### src/rtl/pong_pkg.sv
// pong_pkg: state codes, default match timing and screen constants shared with the pixel generator.
package pong_pkg;
  typedef enum logic [2:0] {
    S_IDLE  = 3'd0,
    S_SERVE = 3'd1,
    S_PLAY  = 3'd2,
    S_POINT = 3'd3,
    S_OVER  = 3'd4,
    S_PAUSE = 3'd5
  } state_e;
  localparam int DEF_WIN_SCORE    = 11;
  localparam int DEF_SCORE_W      = 4;
  localparam int DEF_SERVE_FRAMES = 60;
  localparam int DEF_POINT_FRAMES = 90;
  localparam int DEF_CNT_W        = 8;
  localparam int H_RES            = 640;
  localparam int V_RES            = 480;
endpackage

### src/rtl/btn_sync_edge.sv
// btn_sync_edge: 2-FF synchroniser plus rising-edge pulse for a raw asynchronous button.
module btn_sync_edge (
  input  logic clk,
  input  logic rstn,
  input  logic btn_i,
  output logic rise_o
);
  logic [2:0] sh_q;
  always_ff @(posedge clk or negedge rstn)
    if (!rstn) sh_q <= '0;
    else       sh_q <= {sh_q[1:0], btn_i};
  assign rise_o = sh_q[1] & ~sh_q[2];
endmodule

### src/rtl/pong_match_ctrl.sv
// pong_match_ctrl: Pong match sequencer (scores, serve/point timing, ball gating).
// Optional pause feature enabled by defining PONG_PAUSE_EN.
module pong_match_ctrl
  import pong_pkg::*;
#(
  parameter int WIN_SCORE    = DEF_WIN_SCORE,
  parameter int SCORE_W      = DEF_SCORE_W,
  parameter int SERVE_FRAMES = DEF_SERVE_FRAMES,
  parameter int POINT_FRAMES = DEF_POINT_FRAMES,
  parameter int CNT_W        = DEF_CNT_W
) (
  input  logic               clk,
  input  logic               rstn,
  input  logic               refr_tick,
  input  logic               start_btn,
  input  logic               pause_btn,
  input  logic               miss_left,
  input  logic               miss_right,
  output logic               play_en,
  output logic               ball_reset,
  output logic               serve_dir,
  output logic [SCORE_W-1:0] left_score,
  output logic [SCORE_W-1:0] right_score,
  output logic [2:0]         state_o,
  output logic               winner_valid,
  output logic               winner
);
  localparam logic [SCORE_W-1:0] WIN = SCORE_W'(WIN_SCORE);
  localparam logic [CNT_W-1:0] SERVE_LD = CNT_W'(SERVE_FRAMES);
  localparam logic [CNT_W-1:0] POINT_LD = CNT_W'(POINT_FRAMES);
  state_e state_q;
  logic [CNT_W-1:0] cnt_q;
  logic [SCORE_W-1:0] left_q, right_q;
  logic play_en_q, ball_reset_q, serve_dir_q, winner_valid_q, winner_q;
  logic start_rise, pause_rise;
  btn_sync_edge u_start (.clk(clk), .rstn(rstn), .btn_i(start_btn), .rise_o(start_rise));
`ifdef PONG_PAUSE_EN
  btn_sync_edge u_pause (.clk(clk), .rstn(rstn), .btn_i(pause_btn), .rise_o(pause_rise));
`else
  logic unused_pause;
  assign unused_pause = pause_btn;
  assign pause_rise   = 1'b0;
`endif
  always_ff @(posedge clk or negedge rstn)
    if (!rstn) begin
      state_q        <= S_IDLE;
      cnt_q          <= '0;
      left_q         <= '0;
      right_q        <= '0;
      play_en_q      <= 1'b0;
      ball_reset_q   <= 1'b1;
      serve_dir_q    <= 1'b1;
      winner_valid_q <= 1'b0;
      winner_q       <= 1'b0;
    end else begin
      case (state_q)
        S_IDLE, S_OVER:
          if (start_rise) begin
            state_q        <= S_SERVE;
            left_q         <= '0;
            right_q        <= '0;
            serve_dir_q    <= 1'b1;
            cnt_q          <= SERVE_LD;
            winner_valid_q <= 1'b0;
          end
        S_SERVE:
          if (refr_tick) begin
            if (cnt_q == '0) begin
              state_q      <= S_PLAY;
              play_en_q    <= 1'b1;
              ball_reset_q <= 1'b0;
            end else cnt_q <= cnt_q - 1'b1;
          end
        S_PLAY:
          if (miss_left || miss_right) begin
            state_q      <= S_POINT;
            play_en_q    <= 1'b0;
            ball_reset_q <= 1'b1;
            cnt_q        <= POINT_LD;
            // a simultaneous double miss is a replay: no score, serve side kept
            if (miss_left && !miss_right) begin
              right_q     <= (right_q == WIN) ? right_q : right_q + 1'b1;
              serve_dir_q <= 1'b0;
            end
            if (miss_right && !miss_left) begin
              left_q      <= (left_q == WIN) ? left_q : left_q + 1'b1;
              serve_dir_q <= 1'b1;
            end
          end else if (pause_rise) begin
            state_q   <= S_PAUSE;
            play_en_q <= 1'b0;
          end
        S_POINT:
          if (refr_tick) begin
            if (cnt_q != '0) cnt_q <= cnt_q - 1'b1;
            else if (left_q == WIN || right_q == WIN) begin
              state_q        <= S_OVER;
              winner_valid_q <= 1'b1;
              winner_q       <= (right_q == WIN);
            end else begin
              state_q <= S_SERVE;
              cnt_q   <= SERVE_LD;
            end
          end
        S_PAUSE:
          if (pause_rise) begin
            state_q   <= S_PLAY;
            play_en_q <= 1'b1;
          end
        default: state_q <= S_IDLE;
      endcase
    end
  assign play_en      = play_en_q;
  assign ball_reset   = ball_reset_q;
  assign serve_dir    = serve_dir_q;
  assign left_score   = left_q;
  assign right_score  = right_q;
  assign state_o      = state_q;
  assign winner_valid = winner_valid_q;
  assign winner       = winner_q;
endmodule

### config.mk
export PLATFORM = sky130hd
export DESIGN_NAME = pong_match_ctrl
export DESIGN_NICKNAME = d
export VERILOG_FILES = /design/src/rtl/pong_pkg.sv /design/src/rtl/btn_sync_edge.sv /design/src/rtl/pong_match_ctrl.sv
export SDC_FILE = /design/constraint.sdc
export NUM_CORES = 1
export LEC_CHECK = 0
export CORE_MARGIN = 2
export CORE_UTILIZATION = 58
export CTS_CLUSTER_DIAMETER = 50
export DETAILED_ROUTE_END_ITERATION = 7
export PLACE_DENSITY = 0.84
export SYNTH_ARGS = -nofsm -noshare
export SYNTH_HDL_FRONTEND = slang
export SYNTH_SLANG_ARGS = --single-unit
export TNS_END_PERCENT = 5
### constraint.sdc
create_clock -name clk -period 4.2 [get_ports clk]
set_input_delay 0.63 -clock clk [delete_from_list [all_inputs] [get_ports clk]]
set_output_delay 0.63 -clock clk [all_outputs]
set_load 0.05 [all_outputs]
==> results.sh <==
export IMPL_synth_area_per_cell_um2=9.58
export IMPL_wl_per_cell_um=16.1
export IMPL_synthAdderAreaFrac_pct=5.35
export IMPL_synthSimpleGateAreaFrac_pct=24.0
export IMPL_grt_usage_pct=24.4
export IMPL_tns_ns=0
export IMPL_maxSlewViolCount=0
export IMPL_drt_iter0_markers=91
export IMPL_drive_gt1_share_pct=9.38
export IMPL_dieArea_um2=3260
export IMPL_cellPowerDensity_nw_per_um2=464
export IMPL_timing_fmax_mhz=375
export IMPL_layout_commonest_cell="dfrtp_1"
export IMPL_grt_antenna_before_repair=0
export IMPL_cts_resized=0
export IMPL_dp_hpwl_mm=2.65
export IMPL_synthFlopType="dfrtp_1"
export IMPL_critPathSlowestCell="clkdlybuf4s50_1"
export IMPL_routabilityCongestion=0.909
export IMPL_synthesis_nets=185
export IMPL_slew_headroom_pct=56.4
export IMPL_pre_cts_ws_ns=1.61
export IMPL_design_area_um2=1890
export IMPL_critPathKind="flip-flop to primary output"
export IMPL_start_kind="flip-flop"
export IMPL_placed_area_um2=1870
export IMPL_cp_arrival_ns=2.04
export IMPL_rows=19
export IMPL_cts_root_buf="clkbuf_4"
export IMPL_power_mw=0.878
export IMPL_cpPeakStageDelay_ns=0.92
export IMPL_core_area_um2=2710
export IMPL_critPathBufInv=1
export IMPL_path_clk_slew_ns=0.13
export IMPL_cts_tree="built"
export IMPL_crit_chain="clkdlybuf4s50_1"
export IMPL_clk_latency_ns=0.33
export IMPL_wl_met3_um=245
export IMPL_drc=0
export IMPL_critPathTopFamily="buffers and inverters"
export IMPL_fin_crit_ns=2.67
export IMPL_placed_cells=219
export IMPL_ys_ff_latch=27
export IMPL_via_count=1396
export IMPL_required_ns=3.57
export IMPL_grt_pass1_wl_mm=6.26
export IMPL_setup_violations=0
export IMPL_nFillCells=220
export IMPL_areaGrowthSynthToFinish_pct=15.6
export IMPL_synth_compound_area_share_pct=21.6
export IMPL_vdd_drop_max_uv=370
export IMPL_setup_ws_ns=1.53
export IMPL_tightestPinTransition_ns=0.654
export IMPL_cts_num_sinks=27
export IMPL_postSynthCellCount=171
export IMPL_crit_fanout=21
export IMPL_synth_area_um2=1640
export IMPL_drt_met1_wl_mm=1.58
export IMPL_cts_buffers=3
export IMPL_htree_levels=1
export IMPL_rsz0062_at_grt="no"
export IMPL_clk_path_buf_depth=2
export IMPL_start_util_pct=60.4
export IMPL_yosysWarnings=0
export IMPL_ys_seq_area_share_pct=41.4
export IMPL_maxCapViolCount=0
export IMPL_first_pass_iters=4
export IMPL_synth_top_family_by_area="simple AND/OR/NAND/NOR gates"
export IMPL_worstSetupEndpointType="primary output"
export IMPL_final_cell_mix="dfrtp_1, clkdlybuf4s50_1, nand2_1"
export IMPL_ioPinCount=23
export IMPL_totalWireLength_mm=3.59
export IMPL_antenna_cells=0
export IMPL_grt_max_degree=28
export IMPL_via_per_inst=6.26
export IMPL_synth_xor_area_share_pct=2.14
export IMPL_async_flop_share_pct=100
export IMPL_port_buffers=21
export IMPL_overflow=0
export IMPL_dieWidth_um=57.1
export IMPL_cts_setup_buffers=0
export IMPL_grt_pass1_vias=1381
export IMPL_leakage_nw=0.810
export IMPL_nNetsFinal=207
export IMPL_hold_buffers=0
export IMPL_top_layer_used="met4"
export IMPL_fin_cells=223
export IMPL_finalCritPeriodShare_pct=63.5
export IMPL_finalHoldViolCount=0
export IMPL_hp_class="flip-flop to flip-flop"
export IMPL_ant_nets=0
export IMPL_met2_length_mm=1.70
export IMPL_synth_cell_type_count=49
export IMPL_synth_edf_count=0
export IMPL_status="completed"
export IMPL_die_y_um=57.1
export IMPL_muxShareOfSynthArea_pct=1.91
export IMPL_finClkSkew_ns=0.0127
cells in the mapped netlist (all sizes together) (2+ instances only):
library cell / count / area [µm²]
dfrtp: 25 / 626
nand4: 3 / 18.8
ha: 7 / 87.6
dfstp: 2 / 52.6
o211ai: 2 / 20.0
and3b: 3 / 26.3
buf: 3 / 21.3
and2: 3 / 18.8
o32a: 2 / 20.0
clkbuf: 2 / 7.51
nor2b: 7 / 43.8
nand3: 10 / 50.1
nand2b: 3 / 18.8
a21oi: 6 / 30.0
or2: 2 / 12.5
mux2i: 2 / 20.0
inv: 8 / 30.0
nor3b: 2 / 20.0
nand3b: 3 / 22.5
o31ai: 3 / 22.5
xor2: 3 / 26.3
o21ai: 12 / 63.8
nor2: 11 / 41.3
o21a: 2 / 22.5
a31oi: 2 / 12.5
and3: 3 / 18.8
nand2: 14 / 52.6
o22a: 5 / 43.8
nor3: 3 / 15.0
o22ai: 4 / 25.0
worst paths after layout:
check                                      from         endpoint  slack, ns  cells after the start
worst min-delay path            u_start.sh_q[0]  u_start.sh_q[1]       0.37                      0
worst min register to register  u_start.sh_q[0]  u_start.sh_q[1]       0.37                      0
worst max-delay path                 state_o[0]       state_o[0]       1.53                      1
max in group asynchronous                  rstn        serve_dir       3.25                      2
min in group asynchronous                  rstn           winner       0.65                      2
worst max register to register       state_o[0]         cnt_q[3]       1.92                      5
stage by stage:
stage	utilization, %	hold WS (ns)
after global placement	68.8	0.334
after global routing	69.9	0.395
after detailed placement	68.8	0.344
after CTS	69.9	0.375
after floorplan	-	0.331
final	69.9	0.370
metal layers:
metal  global-route usage [%]  vias up
met5                        0        -
met4                     9.30        0
met3                     5.44        5
met2                     38.9       55
met1                     32.6      669
li1                         -      667
cell families (layout without fill, tap and decap cells):
family | Yosys count | after routing
compound gates | 47 | 47
buf+inv | 13 | 34
fa+ha+maj | 7 | 7
mux | 3 | 3
xor+xnor | 4 | 4
flops | 27 | 27
simple gates | 70 | 70
cell type report:
cell class	count	area, µm²	area share, %
sequential	27	678	35.8
clock inverter	1	5.00	0.264
timing repair buffer	22	218	11.5
multi-input combinational	131	901	47.6
inverter	8	30.0	1.59
tap	31	38.8	2.05
clock buffer	3	22.5	1.19
sequential cells by signal, summed over array words and instances, names as in the netlist:
name	flops
left_score	4
right_score	4
u_start.sh_q	3
winner_valid	1
ball_reset	1
cnt_q	8
serve_dir	1
play_en	1
state_o	3
winner	1
power breakdown:
| part | leakage, nW | total, mW | switching (mW) | internal (mW) |
|---|---|---|---|---|
| clock network | 0.0177 | 0.113 | 0.0775 | 0.0358 |
| logic | 0.459 | 0.365 | 0.215 | 0.150 |
| registers | 0.333 | 0.399 | 0.0762 | 0.323 |
Note: power is estimated with default switching activity, not from simulation.
